## config.mk

```make
export PLATFORM = sky130hd
export DESIGN_NAME = data_mem_ctrl_flat
export DESIGN_NICKNAME = d
export VERILOG_FILES = /design/src/rtl/data_mem_ctrl_if.sv /design/src/rtl/data_mem_ctrl.sv /design/src/flat_wrapper.sv
export SDC_FILE = /design/constraint.sdc
export NUM_CORES = 1
export LEC_CHECK = 0
export BUFFER_PORTS_ARGS = -buffer_cell sky130_fd_sc_hd__buf_2
export CORE_MARGIN = 4
export CORE_UTILIZATION = 43
export DETAILED_ROUTE_END_ITERATION = 10
export PLACE_DENSITY = 0.83
export SKIP_LAST_GASP = 1
export SLEW_MARGIN = 10
export SYNTH_ARGS = -nofsm -noshare
export SYNTH_HDL_FRONTEND = slang
export SYNTH_SLANG_ARGS = --single-unit
```

## constraint.sdc

```tcl
create_clock -name clk -period 3.4 [get_ports clk]
set_clock_uncertainty 0.1 [all_clocks]
set_input_delay 0.68 -clock clk [delete_from_list [all_inputs] [get_ports clk]]
set_output_delay 0.68 -clock clk [all_outputs]
set_load 0.05 [all_outputs]
```

## src/rtl/data_mem_ctrl_if.sv

```systemverilog
// data_mem_ctrl_if: pipeline request/response (master = pipeline) and data-memory bus (master = controller) bundles
interface data_mem_req_if #(parameter int N = 32);
  logic req_valid;
  logic req_ready;
  logic req_write;
  logic req_byte;
  logic req_signed;
  logic [N-1:0] req_addr;
  logic [N-1:0] req_wdata;
  logic resp_valid;
  logic [N-1:0] resp_rdata;
  logic resp_fault;
  logic stall;
  modport master (
    output req_valid, req_write, req_byte, req_signed, req_addr, req_wdata,
    input req_ready, resp_valid, resp_rdata, resp_fault, stall
  );
  modport slave (
    input req_valid, req_write, req_byte, req_signed, req_addr, req_wdata,
    output req_ready, resp_valid, resp_rdata, resp_fault, stall
  );
endinterface

interface data_mem_bus_if #(parameter int N = 32);
  logic [N-1:0] mem_address;
  logic [N-1:0] mem_wdata;
  logic mem_read_enable;
  logic mem_write_enable;
  logic mem_isByte;
  logic [N-1:0] mem_rdata;
  modport master (
    output mem_address, mem_wdata, mem_read_enable, mem_write_enable, mem_isByte,
    input mem_rdata
  );
  modport slave (
    input mem_address, mem_wdata, mem_read_enable, mem_write_enable, mem_isByte,
    output mem_rdata
  );
endinterface

```

## src/rtl/data_mem_ctrl.sv

```systemverilog
// data_mem_ctrl: MEM-stage load/store sequencer; clk/rst, req (pipeline request/response/stall), mem (data_Mem strobes, address, data, isByte, read data)
module data_mem_ctrl #(
  parameter int N = 32,
  parameter int DATA_WIDTH = 8,
  parameter int ADDR_WIDTH = 12
) (
  input logic clk,
  input logic rst,
  data_mem_req_if.slave req,
  data_mem_bus_if.master mem
);
  typedef enum logic [1:0] {IDLE, SETUP, STROBE, DONE} state_t;
  state_t state, state_nxt;
  logic write_q, signed_q, fault_q;
  logic fault, word;
  logic [DATA_WIDTH-1:0] byte_val;
  logic [N-1:0] load_val;
  always_comb begin
    word = ~req.req_byte;
    fault = (|req.req_addr[N-1:ADDR_WIDTH])
          | (word & (|req.req_addr[1:0]))
          | (word & (req.req_addr[ADDR_WIDTH-1:0] > ADDR_WIDTH'(2**ADDR_WIDTH - 4)));
    byte_val = mem.mem_rdata[DATA_WIDTH-1:0];
    load_val = mem.mem_isByte ? {{(N-DATA_WIDTH){signed_q & byte_val[DATA_WIDTH-1]}}, byte_val}
                              : mem.mem_rdata;
  end
  always_ff @(posedge clk)
    if (rst) state <= IDLE;
    else state <= state_nxt;
  always_comb
    state_nxt = state == IDLE   ? (req.req_valid ? (fault ? DONE : SETUP) : IDLE) :
                state == SETUP  ? STROBE :
                state == STROBE ? DONE : IDLE;
  always_comb begin
    req.req_ready = state == IDLE;
    req.stall = state != IDLE;
    req.resp_valid = state == DONE;
    req.resp_fault = (state == DONE) & fault_q;
    mem.mem_write_enable = (state == STROBE) & write_q;
    mem.mem_read_enable = (state == STROBE) & ~write_q;
  end
  always_ff @(posedge clk)
    if (rst) begin
      write_q <= 1'b0;
      signed_q <= 1'b0;
      fault_q <= 1'b0;
      mem.mem_address <= '0;
      mem.mem_wdata <= '0;
      mem.mem_isByte <= 1'b0;
      req.resp_rdata <= '0;
    end else begin
      if (state == IDLE && req.req_valid) begin
        write_q <= req.req_write;
        signed_q <= req.req_signed;
        fault_q <= fault;
        if (!fault) begin
          mem.mem_address <= req.req_addr;
          mem.mem_wdata <= req.req_wdata;
          mem.mem_isByte <= req.req_byte;
        end
      end
      if (state == STROBE && !write_q) req.resp_rdata <= load_val;
    end
endmodule
```

## src/flat_wrapper.sv

```systemverilog
// flat-port wrapper written by rule: the top's interface ports become plain ports
module data_mem_ctrl_flat 
#(
  parameter int N = 32,
  parameter int DATA_WIDTH = 8,
  parameter int ADDR_WIDTH = 12
)
  (clk, rst, req_req_valid, req_req_write, req_req_byte, req_req_signed, req_req_addr, req_req_wdata, req_req_ready, req_resp_valid, req_resp_rdata, req_resp_fault, req_stall, mem_mem_address, mem_mem_wdata, mem_mem_read_enable, mem_mem_write_enable, mem_mem_isByte, mem_mem_rdata);
  data_mem_req_if #(.N(N)) req_i ();
  data_mem_bus_if #(.N(N)) mem_i ();
  input logic clk;
  input logic rst;
  input wire logic [$bits(req_i.req_valid)-1:0] req_req_valid;
  input wire logic [$bits(req_i.req_write)-1:0] req_req_write;
  input wire logic [$bits(req_i.req_byte)-1:0] req_req_byte;
  input wire logic [$bits(req_i.req_signed)-1:0] req_req_signed;
  input wire logic [$bits(req_i.req_addr)-1:0] req_req_addr;
  input wire logic [$bits(req_i.req_wdata)-1:0] req_req_wdata;
  output wire logic [$bits(req_i.req_ready)-1:0] req_req_ready;
  output wire logic [$bits(req_i.resp_valid)-1:0] req_resp_valid;
  output wire logic [$bits(req_i.resp_rdata)-1:0] req_resp_rdata;
  output wire logic [$bits(req_i.resp_fault)-1:0] req_resp_fault;
  output wire logic [$bits(req_i.stall)-1:0] req_stall;
  output wire logic [$bits(mem_i.mem_address)-1:0] mem_mem_address;
  output wire logic [$bits(mem_i.mem_wdata)-1:0] mem_mem_wdata;
  output wire logic [$bits(mem_i.mem_read_enable)-1:0] mem_mem_read_enable;
  output wire logic [$bits(mem_i.mem_write_enable)-1:0] mem_mem_write_enable;
  output wire logic [$bits(mem_i.mem_isByte)-1:0] mem_mem_isByte;
  input wire logic [$bits(mem_i.mem_rdata)-1:0] mem_mem_rdata;
  assign req_i.req_valid = req_req_valid;
  assign req_i.req_write = req_req_write;
  assign req_i.req_byte = req_req_byte;
  assign req_i.req_signed = req_req_signed;
  assign req_i.req_addr = req_req_addr;
  assign req_i.req_wdata = req_req_wdata;
  assign req_req_ready = req_i.req_ready;
  assign req_resp_valid = req_i.resp_valid;
  assign req_resp_rdata = req_i.resp_rdata;
  assign req_resp_fault = req_i.resp_fault;
  assign req_stall = req_i.stall;
  assign mem_mem_address = mem_i.mem_address;
  assign mem_mem_wdata = mem_i.mem_wdata;
  assign mem_mem_read_enable = mem_i.mem_read_enable;
  assign mem_mem_write_enable = mem_i.mem_write_enable;
  assign mem_mem_isByte = mem_i.mem_isByte;
  assign mem_i.mem_rdata = mem_mem_rdata;
  data_mem_ctrl #(.N(N), .DATA_WIDTH(DATA_WIDTH), .ADDR_WIDTH(ADDR_WIDTH)) u_core (.clk(clk), .rst(rst), .req(req_i), .mem(mem_i));
endmodule
```

; Yosys cells after proc, flatten, opt, wreduce, memory -nomap -nowiden
; Index checks and enable logic that the tools add are counted.
[word_totals]
out_inout_bits = 103
ff_bits = 102
[classes]
n_bitwise = 11
reduce_logical = 8
magnitude_cmp = 1
eq_ne = 3
mux = 6
[ops]
columns = cell, count
row1 = $mux 32, 1
row2 = $reduce_or 20->1, 1
row3 = $gt 12x12->1 const B, 1
row4 = $mux 2, 5
row5 = $and 1x1->1, 6
row6 = $eq 2x2->1 const B, 2
row7 = $not 1->1, 3
row8 = $eq 2x1->1 const B, 1
row9 = $logic_and 1x1->1, 2
row10 = $logic_not 2->1, 1
row11 = $or 1x1->1, 2
row12 = $reduce_and 2->1, 1
row13 = $reduce_bool 2->1, 1
row14 = $reduce_or 2->1, 1
row15 = $logic_not 1->1, 1

; Logic depth before layout (Yosys ltp)
; Gate-level depths: netlist of run 1.
[depth]
ltp_word = 7
ltp_mapped = 8

; Least setup slack after synthesis of run 1
; OpenSTA, ideal clock, no wires.
[synth_timing]
path_type = register to output
start = reg u_core.state[0]
end = out mem_mem_read_enable
n_path_buf = 2
path_stages_with_launch = 7
arrival_ps = 1541
setup_slack_ps = 1079
cell_sequence = dfxtp_1 -> inv_1 -> ha_1 -> nand2b_1 -> clkbuf_1 -> inv_1 -> buf_1
[synth_via]
elab_chain_cells = 2
[synth_rtl]
columns = item, line
row1 = "start, declared", data_mem_ctrl.sv:13  ; state_t state, state_nxt;
row2 = "start signal, assigned", data_mem_ctrl.sv:29  ; else state <= state_nxt;
row3 = $eq 2x2->1, data_mem_ctrl.sv:40  ; mem.mem_read_enable = (state == STROBE) & ~write_q;
row4 = $and 1x1->1, data_mem_ctrl.sv:40
row5 = "end, declared", flat_wrapper.sv:26  ; output wire logic [$bits(mem_i.mem_read_enable)-1:0] mem_mem_read_enable;
; Every way passes these cells.

; Final worst setup path of run 1
[layout_timing]
start = in req_req_addr[23]
end = reg u_core.mem.mem_address[17]
[layout_via]
elab_chain_cells = 5
[layout_rtl]
columns = item, line
row1 = "start, declared", flat_wrapper.sv:17  ; input wire logic [$bits(req_i.req_addr)-1:0] req_req_addr;
row2 = $reduce_or 20->1, data_mem_ctrl.sv:20  ; fault = (|req.req_addr[N-1:ADDR_WIDTH])
row3 = $or 1x1->1, data_mem_ctrl.sv:21  ; | (word & (|req.req_addr[1:0]))
row4 = $or 1x1->1, data_mem_ctrl.sv:22  ; | (word & (req.req_addr[ADDR_WIDTH-1:0] > ADDR_WIDTH'(2**ADDR_WIDTH - 4)));
row5 = $not 1->1 (no source line), n/a
row6 = $reduce_and 2->1 (no source line), n/a
row7 = "end signal, assigned", data_mem_ctrl.sv:57  ; mem.mem_address <= req.req_addr;
row8 = "end, declared", data_mem_ctrl_if.sv:32  ; output mem_address, mem_wdata, mem_read_enable, mem_write_enable, mem_isByte,
; Every way passes these cells.
; A chain may end at the register's enable or synchronous reset.

==> results of run 1 <==
routing by layer:
layer	vias up	GRT usage (%)
met3	18	3.95
met2	158	30.9
met5	-	0
met1	1784	24.0
met4	0	7.59
li1	1916	-
registers in the layout (all words and copies together) (netlist names):
register and flops:
u_core.mem.mem_address 32, u_core.mem.mem_wdata 32, u_core.req.resp_rdata 32, u_core.state 2, u_core.fault_q 1, u_core.mem.mem_isByte 1, u_core.signed_q 1, u_core.write_q 1
through the flow:
step | instances | utilization [%] | cell area (um2)
6_report | 729 | 56.0 | 5150
4_1_cts | 729 | 56.0 | 5150
5_1_grt | 729 | 56.0 | 5150
2_1_floorplan | 436 | - | 4030
3_5_place_dp | 713 | 53.7 | 4940
3_3_place_gp | 713 | 53.7 | 4940
critical path, delay by kind of cell:
family | cells | cell delay (ns)
simple gates | 3 | 1.24
compound gates | 1 | 0.56
buf+inv | 1 | 0.09
report_power, final:
part | internal [mW] | switching [mW]
sequential | 1.24 | 0.0216
clock | 0.388 | 0.417
combinational | 0.118 | 0.303
total | 1.74 | 0.742
area by class of cell:
type,count,area (um2),area share [%]
clock buffer,11,151,2.94
clock inverter,5,63.8,1.24
inverter,4,15.0,0.291
multi-input combinational,285,1670,32.3
sequential,102,2040,39.6
tap,111,139,2.70
timing repair buffer,211,1080,20.9
cell usage in the layout, fill, tap and decap left out, types with 11 or more instances in the layout:
cell type                  synthesis  layout
sky130_fd_sc_hd__a211oi_1         24      24
sky130_fd_sc_hd__a21oi_1          57      57
sky130_fd_sc_hd__buf_2             3     203
sky130_fd_sc_hd__clkbuf_8          7      11
sky130_fd_sc_hd__dfxtp_1         102     102
sky130_fd_sc_hd__nand2_1          22      22
sky130_fd_sc_hd__nand2b_1         25      25
sky130_fd_sc_hd__nand4_1          45      45
sky130_fd_sc_hd__nor2_1           27      27
sky130_fd_sc_hd__nor3b_1          20      20
sky130_fd_sc_hd__o21ai_1          39      39
final timing paths:
path,startpoint,to,slack (ns)
worst max-delay path,req_req_addr[23],u_core.mem.mem_address[17],0.92
worst min-delay path,u_core.mem.mem_wdata[5],u_core.mem.mem_wdata[5],0.36
worst max register to register,u_core.state[1],u_core.mem.mem_address[17],1.12
worst min register to register,u_core.mem.mem_wdata[5],u_core.mem.mem_wdata[5],0.36
cells by family (layout without fill, tap and decap cells):
family	count (synthesis)	count (layout)	synth area share, %
AND/OR/NAND/NOR	151	151	21.3
AO/OA/AOI/OAI	130	130	18.2
flip-flops	102	102	50.7
buffers and inverters	49	231	8.60
adder cells (fa/ha/maj)	4	4	1.24
==> run summary, run 1 <==
The run finished with clean final reports. The overflow left after global routing is 0. In this run, post-CTS hold repair placed 0 buffers. For this design the static power due to leakage is 2.30 nW. The pre-CTS worst setup slack was 0.513 ns; the largest voltage drop on the vdd net was 263 uV.

Post-synthesis net count: 542. TritonCTS built the clock tree. The count of nets left with antenna violations after detail routing is 0. Initial antenna violation count: 0. The die height is 105 um.

The run gives 0 as the count of final max-slew check failures. For the final-layout worst hold slack, the log shows 0.359 ns. The category of the worst setup path launch point was an input pin.

Counting cells, the worst reg-to-reg path comes to 7. For this design the ratio of total power to cell area is 482 nW/um2. The commonest cells after synthesis are sky130_fd_sc_hd__dfxtp_1 (102), sky130_fd_sc_hd__a21oi_1 (57), sky130_fd_sc_hd__nand4_1 (45).

Synthesis handed over a netlist of 436 instances. For this run, asynchronously set or reset flops after synthesis account for 0%. In this run the tightest slew margin relative to its limit is 30.9%.

The layout cell share with drive strength beyond 1 is 37.9%, and the count of inserted antenna diode cells is 0. After detailed routing, the number of remaining DRC violations is 0. In this run the worst path has a maximum fanout of 28. Number of hold violations in the final report: 0. The number of synthesized register bits came out at 102. Counting instances, the worst hold path has a depth of 2. For this run, the total global-route usage over all layers was measured as 18.8%.

The final critical path takes up 73.1% of the cycle. The average instance in the mapped netlist occupies 9.24 um2. For the final worst-path setup slack, the log shows 0.916 ns. Setup repair after global routing left no endpoint under its margin. The post-CTS setup-driven buffer insertion count is 0. Setup total negative slack on the finished layout was measured at 0 ns. The run gives 50.7% as the sequential-to-total area share from yosys stat. The detailed router used layers up to and including met4. The floorplan die area came out at 11000 um2. For this block, the initial DRC count from the detailed router was 214. The highest attainable clock frequency came out at 403 MHz. The tools report the critical path endpoint category as a flop. The logs give 3876 for the total number of vias and 719 for the net count reported at finish. The primary flip-flop cell chosen by synthesis mapping was sky130_fd_sc_hd__dfxtp_1. At the end of routability-driven placement, the weighted congestion stood at 0.757. During I/O placement, the number of pins put on the boundary was 205.

On the worst path, the slowest cell contributes a delay of 0.58 ns. The number of endpoints failing setup at the final stage is 0. The pin count of the biggest net entering global routing was 103; the number of warnings issued by yosys was 0. In this run, post-CTS repair resized a total of 0 instances. The average wire per standard cell was 14.9 um. The path class of the tightest hold or removal check is flop to flop. After synthesis, the cell types taking the most area are sky130_fd_sc_hd__dfxtp_1 (51%), sky130_fd_sc_hd__a21oi_1 (7.1%), sky130_fd_sc_hd__nand4_1 (7.0%).

The number of levels in the clock H-tree came out at 3. The type of the worst setup path was input pin to flop. The cell type with the largest total area after synthesis is sky130_fd_sc_hd__dfxtp_1.

Relative to the synthesized area, the layout overhead comes to 27.8%. Once the floorplan was initialized, standard cells occupied 43.8% of the core. Wire length of the first global-routing pass: 17500 um. The synthesized netlist occupies a cell area of 4030 um2.

Clock-pin slew was measured on the worst setup and hold paths at 0.09 ns. In the routed layout, each cell is associated on average with a via count of 5.32. After layout, the minimum clock period comes to 2.48 ns.

The clock sink count was 102; the total met3 wirelength after detailed routing was 748 um. The run gives 866 as the layout filler cell count. At the pin with the least slew margin, the transition time is 1.04 ns. STA puts the critical path data required time at 3.49 ns.

Once detailed placement completed, the half-perimeter wirelength came to 7640 um. The total area inside the core boundary comes to 9200 um2. The top cell type by area accounts for 50.7% of the synthesized area. The final layout contains routed wiring with a total length of 10900 um.

The run gives 9 as the CTS buffer count. The logs give 2.58 ns for the arrival time of data at the critical path endpoint and 4490 um for the routed metal-1 wirelength. Summed over all nets, wire length on met2 after detailed routing comes to 5440 um. The slowest cell on the critical path was sky130_fd_sc_hd__nor4_1. The tree is rooted in a sky130_fd_sc_hd__clkbuf_8. The floorplan step set the die width to 105 um. Before antenna repair, the detailed router went through 6 iterations.

The count of buffers added on input and output ports is 204. The tools report the via count of the first global-routing pass as 3590. Walking the worst path, the cells encountered are buf_2, nor4_1, o2111ai_4, nor2_4, nor3b_1. The number of enable flip-flop cells after synthesis works out to 0. The total power draw came out at 2.49 mW.

Unique cell type count in the Yosys netlist: 34. For the clock latency on the worst-skew pair, the log shows 0.35 ns. Across the run, the number of max-cap violations was 0. The maximum count of clock buffers along a single path is 2. The standard-cell row count is 35. In the post-synthesis netlist, the cell with the most instances is sky130_fd_sc_hd__dfxtp_1.
Note: power is estimated with default switching activity, not from simulation.
==> inputs of run 2 (changes only) <==
clock period = 2.55 ns   (was 3.4 ns; I/O delays follow)
==> run 2 against run 1 <==
Against the previous run: clock power is 30% higher; worst setup slack worse by 0.57 ns; clock-buffer cell count rose by 1; total power grew 33%; combinational power rose by 36%; critical path depth did not move; final cell count is 1.2% higher; die area stayed put.
==> run summary, run 2 (synthesized netlist as in run 1, its figures left out) <==
STA puts the critical path data required time at 1.94 ns. The clock tree synthesis step divided the H-tree into 3 levels. The global placement routability congestion was 0.767; the final non-filler cell total was 738. The worst min-delay path category was input pin to flop.

The detailed-routing iteration count for the pre-antenna-repair pass was 4; the total number of vias was 3916. The critical path ends at mem_mem_read_enable. For the effective utilization at floorplan, the log shows 43.8%. Setup repair after global routing left no endpoint under its margin. The number of placed instances with taps included is 722, and the clock latency on the worst-skew pair is 0.35 ns. The initial antenna violation count is 0. For this run, the post-layout net count is 728. The run gives 9 as the CTS buffer count.

For this design the static power due to leakage is 2.36 nW. The tools report the highest attainable clock frequency as 454 MHz. The commonest non-fill, non-tap cell in the layout was sky130_fd_sc_hd__buf_2. The flop-to-flop setup slack came out at 0.55 ns. The slowest stage of the critical path belongs to the cell sky130_fd_sc_hd__dfxtp_1. The tools report the startpoint of the worst register-to-register path as u_core.state[0].

During placement, the flow inserted port buffers numbering 204. Walking the worst path, the cells encountered are inv_1, ha_1, nand2b_1, inv_1, buf_2. The post-route netlist has 38.6% of its cells at a drive strength greater than 1.

Summed over all layers, the global routing overflow is 0. The die boundary width works out to 105 um. TritonCTS built the clock tree. In the final layout, the registers with the most flip-flops are u_core.mem.mem_address x32, u_core.mem.mem_wdata x32, u_core.req.resp_rdata x32. The die is 105 um tall.

The number of gates given a new drive strength after cts came out at 0. The count of pins on the block boundary is 205, and the cell depth of the worst hold path is 3. In this run the remaining antenna-violating nets after routing total 0. Entering global routing, the biggest net connects 69 pins. The launching instance or port of the critical path is u_core.state[0]. The logs give 0 for the hold buffer count at CTS and 2 for the maximum count of clock buffers along a single path.

Critical path endpoint category: a primary output. The clock net in this run drives a total of 102 sinks. The tools report the hold path startpoint as req_req_signed. The delay of the slowest cell on the worst path was 0.34 ns. The logs give 11100 um for the post-detailed-routing wire length and 0 for the remaining routing DRC violations. Along the worst path, the maximum fanout reaches 10. Data arrives at the worst endpoint at 1.59 ns. The flow ran to the end, and the final reports show no timing, DRC or antenna violations. The count of routing violations after the opening detailed-route iteration is 170. The area of the core came out at 9200 um2. The tools report the estimated wirelength of the detail-placed design as 7960 um. The final-layout worst hold slack came out at 0.291 ns. The critical path in this run is classified as flop to primary output. The worst path uses 86.3% of the clock period.

The cell repeated most along the worst path was sky130_fd_sc_hd__inv_1. The repair_antennas step left the layout with diodes totalling 0. Setup violations remaining at the end of the flow were counted as 0.

The post-CTS setup-driven buffer insertion count was 0; the standard-cell row count was 35. After layout, the minimum clock period comes to 2.20 ns. The via count of the first global-routing pass was 3769; the area growth from synthesis to layout was 30.6%. The tool flagged a number of max-cap violations equal to 0.

Dividing the detail-routed via count by the number of cells gives 5.31. The number of cells on the worst reg-to-reg path is 8. The first global-routing pass estimated 18300 um of wire. The power density over the cells was 627 nW/um2.

The floorplan step defined a die boundary enclosing 11000 um2. The count of final max-slew check failures was 0. The run gives 19.9% as the global-route usage over all layers.

The number of hold violations in the final report was 0. The run gives 0 ns as the final sum of negative setup slack. Leaving out fill and tap cells, the most frequent cells in the layout are sky130_fd_sc_hd__buf_2 (203), sky130_fd_sc_hd__dfxtp_1 (102), sky130_fd_sc_hd__a21oi_1 (57), sky130_fd_sc_hd__nand4_1 (45), sky130_fd_sc_hd__o21ai_1 (39). STA classifies the critical path startpoint as a flop.

At the pin with the least slew margin, the transition time is 0.651 ns. In this run the clock root is driven by a sky130_fd_sc_hd__clkbuf_8. After detailed routing, the average wire length per cell comes to 15.0 um. After clock tree synthesis, the clock-pin slew on the worst setup and hold paths is 0.09 ns.

The largest voltage drop on the vdd net is 284 uV, and the headroom to the max-slew limit is 56.6%. The critical register-to-register path endpoint is u_core.mem.mem_address[12].
[run 2: worst max-delay path, delay by kind of cell, from the launching register on]
family,cells,cell delay [ns]
fa+ha+maj,1,0.21
flops,1,0.34
buf+inv,3,0.39
simple gates,1,0.30
[run 2: power breakdown]
part	switching (mW)	internal (mW)
combinational	0.407	0.166
sequential	0.0294	1.65
clock	0.536	0.512
[run 2: cell type report]
cell class	count	area (um2)
inverters	4	15.0
flip-flops and latches	102	2040
multi-input cells	285	1670
clock buffers	12	155
fillers	850	3930
clock inverters	4	55.1
well taps	111	139
repair buffers	220	1190
[run 2: through the flow]
stage               setup WS, ns  power, mW  cell area (um2)  util, %
floorplan                  0.399       2.11             4030        -
global placement           0.217       2.28             5050     55.0
detailed placement         0.180       2.29             5050     55.0
CTS                        0.297       3.33             5270     57.3
global route               0.137       3.46             5270     57.3
finish                     0.349       3.30             5270     57.3
[run 2: metal layers]
metal	vias up	GRT usage, %	part of all wire (%)
li1	1929	-	-
met5	-	0	0
met1	1811	23.9	40
met2	151	33.9	50
met3	25	4.63	6.9
met4	0	8.25	2.4
[run 2: worst min-delay path by stage]
stage               slack, ns                       end
global route             0.28            u_core.write_q
finish                   0.29           u_core.signed_q
global placement         0.34  u_core.req.resp_rdata[4]
CTS                      0.27           u_core.signed_q
detailed placement       0.34  u_core.req.resp_rdata[3]
floorplan                0.34           u_core.signed_q
==> inputs of run 3 (changes only) <==
CORE_UTILIZATION = 25   (was 43)
PLACE_DENSITY = 0.56   (was 0.83)
==> run 3 against run 2 <==
Against the previous run: sequential power barely moved; non-clock buffer count rose by 6; fmax fell by 1.4%; first-iteration DRC count fell by 6.5%; sequential share of layout area fell by 2.1 points; critical endpoint unchanged.
==> run summary, run 3 (synthesized netlist as in run 1, its figures left out) <==
The flow ran to the end, and the final reports show no timing, DRC or antenna violations. Setup repair after global routing left no endpoint under its margin. The largest registers in the layout are u_core.mem.mem_address x32, u_core.mem.mem_wdata x32, u_core.req.resp_rdata x32. The most critical setup path has its startpoint at u_core.state[0]. The area of all placed cells without fillers was 5570 um2.

The startpoint identified for the worst register-to-register timing path is u_core.state[0]. The largest fanout on the critical path was 10. For the maximum count of clock buffers along a single path, the log shows 2. The overflow left after global routing was 0. The layout cell share with drive strength beyond 1 is 39.7%, and the largest voltage drop on the vdd net is 437 uV. The clock period could shrink to 2.23 ns.

Count of nets left with antenna violations after detail routing: 0. The logs give 0 for the initial antenna violation count and 0 for the post-CTS setup-driven buffer insertion count. Dividing total power by cell area gives a power density of 665 nW/um2.

The hold buffer count at CTS came out at 0. The path class of the tightest hold or removal check is input pin to flop. STA classifies the critical path startpoint as a flop.

After detailed routing, the number of remaining DRC violations is 0. Commonest non-fill, non-tap cell in the layout: sky130_fd_sc_hd__buf_2. For the effective utilization at floorplan, the log shows 25.5%. Global placement routability congestion: 0.715. The region available for standard cell placement spans 15800 um2. The library cells used most frequently in the layout, excluding fill and tap cells, are sky130_fd_sc_hd__buf_2 (203), sky130_fd_sc_hd__dfxtp_1 (102), sky130_fd_sc_hd__a21oi_1 (57), sky130_fd_sc_hd__nand4_1 (45), sky130_fd_sc_hd__o21ai_1 (39).

The critical register-to-register path endpoint was u_core.mem.mem_wdata[17]. The tree built by TritonCTS fans out to 102 sinks. The count of final max-slew check failures came out at 0. The logs give 4 for the detailed-routing iteration count for the pre-antenna-repair pass and 46 for the standard-cell row count. The count of pins on the block boundary is 205. Clock transition at the register clock pins on the worst setup and hold paths after CTS: 0.07 ns. At the later pin of the worst-skew pair, clock insertion delay measures 0.35 ns. After detailed placement, the total cell area comes to 5260 um2. The critical path required time came out at 1.94 ns. The via count of the first global-routing pass was 3833. Measured against its own limit, the worst slew margin works out to 67.5%. The leakage power is 2.43 nW, and the number of gates given a new drive strength after cts is 0. The run gives 20000 um as the wire length of the first global-routing pass.

Excluding fillers, the count of instances in the completed layout stands at 849. Counting the buffers created by CTS gives 9. Setup violations remaining at the end of the flow were counted as 0. The tools report the highest attainable clock frequency as 448 MHz. TritonCTS built the clock tree.

The tools report the power spent charging and discharging nets as 1.10 mW. The repair_antennas step left the layout with diodes totalling 0. For the floorplan die area, the log shows 18200 um2.

Measured in cells, the most critical reg-to-reg path has a length of 7. The internal portion of the total power is 2.60 mW. The average vias per placed instance is 4.57. The number of levels in the clock H-tree was 3. The logs give 159 for the count of routing violations after the opening detailed-route iteration and 3883 for the total number of vias.

Type of the worst setup path: flop to primary output. For the net count reported at finish, the log shows 734. For the arrival time of data at the critical path endpoint, the log shows 1.62 ns.

Number of placed instances with taps included: 833. Critical path endpoint category: a primary output. The switching portion of total power is 29.8%. Number of hold violations in the final report: 0. Buffers placed on the I/O ports in this run total 204. In this run the vertical extent of the chip is 135 um. The die is 135 um wide. Summed over all failing endpoints, the final setup total negative slack is 0 ns. The final period utilization is 87.5%, and the combinational fraction of design power is 15.8%.

The reported max-cap violation count came out at 0. Setup slack on the worst reg-to-reg path comes out at 0.44 ns. Entering global routing, the biggest net connects 47 pins. Sequential cells account for 45.4% of the total power.

Global routing consumed, over all layers together, 13.9% of the routing resources. Hold is met by 0.297 ns. The transition time at the pin with the least slew margin came out at 0.487 ns. The area growth from synthesis to layout is 38.1%. Clock tree synthesis selected as its root buffer the cell sky130_fd_sc_hd__clkbuf_16.

The critical path ends at mem_mem_read_enable. The routed design has 13000 um of wire. The average wire per standard cell works out to 15.4 um.

The clock network accounts for 38.8% of the total power. Detailed placement finished with a half-perimeter wire length of 9100 um.
-- run 3: how the worst min path moves through the flow --
stage                                        start                  endpoint  slack (ns)  cells past startpoint
after floorplan                    u_core.signed_q           u_core.signed_q        0.34                      2
after global placement    u_core.req.resp_rdata[7]  u_core.req.resp_rdata[7]        0.34                      2
after detailed placement  u_core.req.resp_rdata[6]  u_core.req.resp_rdata[6]        0.34                      2
after CTS                         mem_mem_rdata[1]  u_core.req.resp_rdata[1]        0.27                      3
after global routing                req_req_signed           u_core.signed_q        0.29                      3
final                                req_req_write            u_core.write_q        0.30                      3
-- run 3: power groups by stage --
| stage | clock network (mW) | logic (mW) | registers, mW |
|---|---|---|---|
| 6_report | 1.43 | 0.586 | 1.68 |
| 5_1_grt | 1.54 | 0.629 | 1.69 |
| 4_1_cts | 1.49 | 0.592 | 1.68 |
| 3_5_place_dp | 0 | 0.591 | 1.72 |
| 3_3_place_gp | 0 | 0.589 | 1.72 |
| 2_1_floorplan | 0 | 0.217 | 1.89 |
-- run 3: final cells by class --
| class | count | area (um2) |
|---|---|---|
| Fill cell | 1667 | 10300 |
| Sequential cell | 102 | 2040 |
| Multi-Input combinational cell | 285 | 1670 |
| Timing Repair Buffer | 226 | 1260 |
| Tap cell | 216 | 270 |
| Clock buffer | 9 | 225 |
| Clock inverter | 7 | 82.6 |
| Inverter | 4 | 15.0 |
-- run 3: through the flow --
stage	total power [mW]	utilization, %	setup WS [ns]
2_1_floorplan	2.11	-	0.399
3_3_place_gp	2.30	33.2	0.125
3_5_place_dp	2.31	33.2	0.122
4_1_cts	3.76	35.2	0.281
5_1_grt	3.86	35.2	0.199
6_report	3.70	35.2	0.318
-- run 3: worst max-delay path, cell delays in order (launching register included) --
cell                       delay, ns
sky130_fd_sc_hd__dfxtp_1        0.33
sky130_fd_sc_hd__inv_1          0.08
sky130_fd_sc_hd__ha_1           0.21
sky130_fd_sc_hd__nand2b_1       0.32
sky130_fd_sc_hd__inv_1          0.10
sky130_fd_sc_hd__buf_2          0.23
-- run 3: layer usage --
metal	up-vias	track usage (%)	wire length, um
li1	1946	-	-
met1	1790	16.4	5470
met2	128	23.5	6300
met3	19	4.84	1060
met4	0	4.93	206
met5	-	0	0
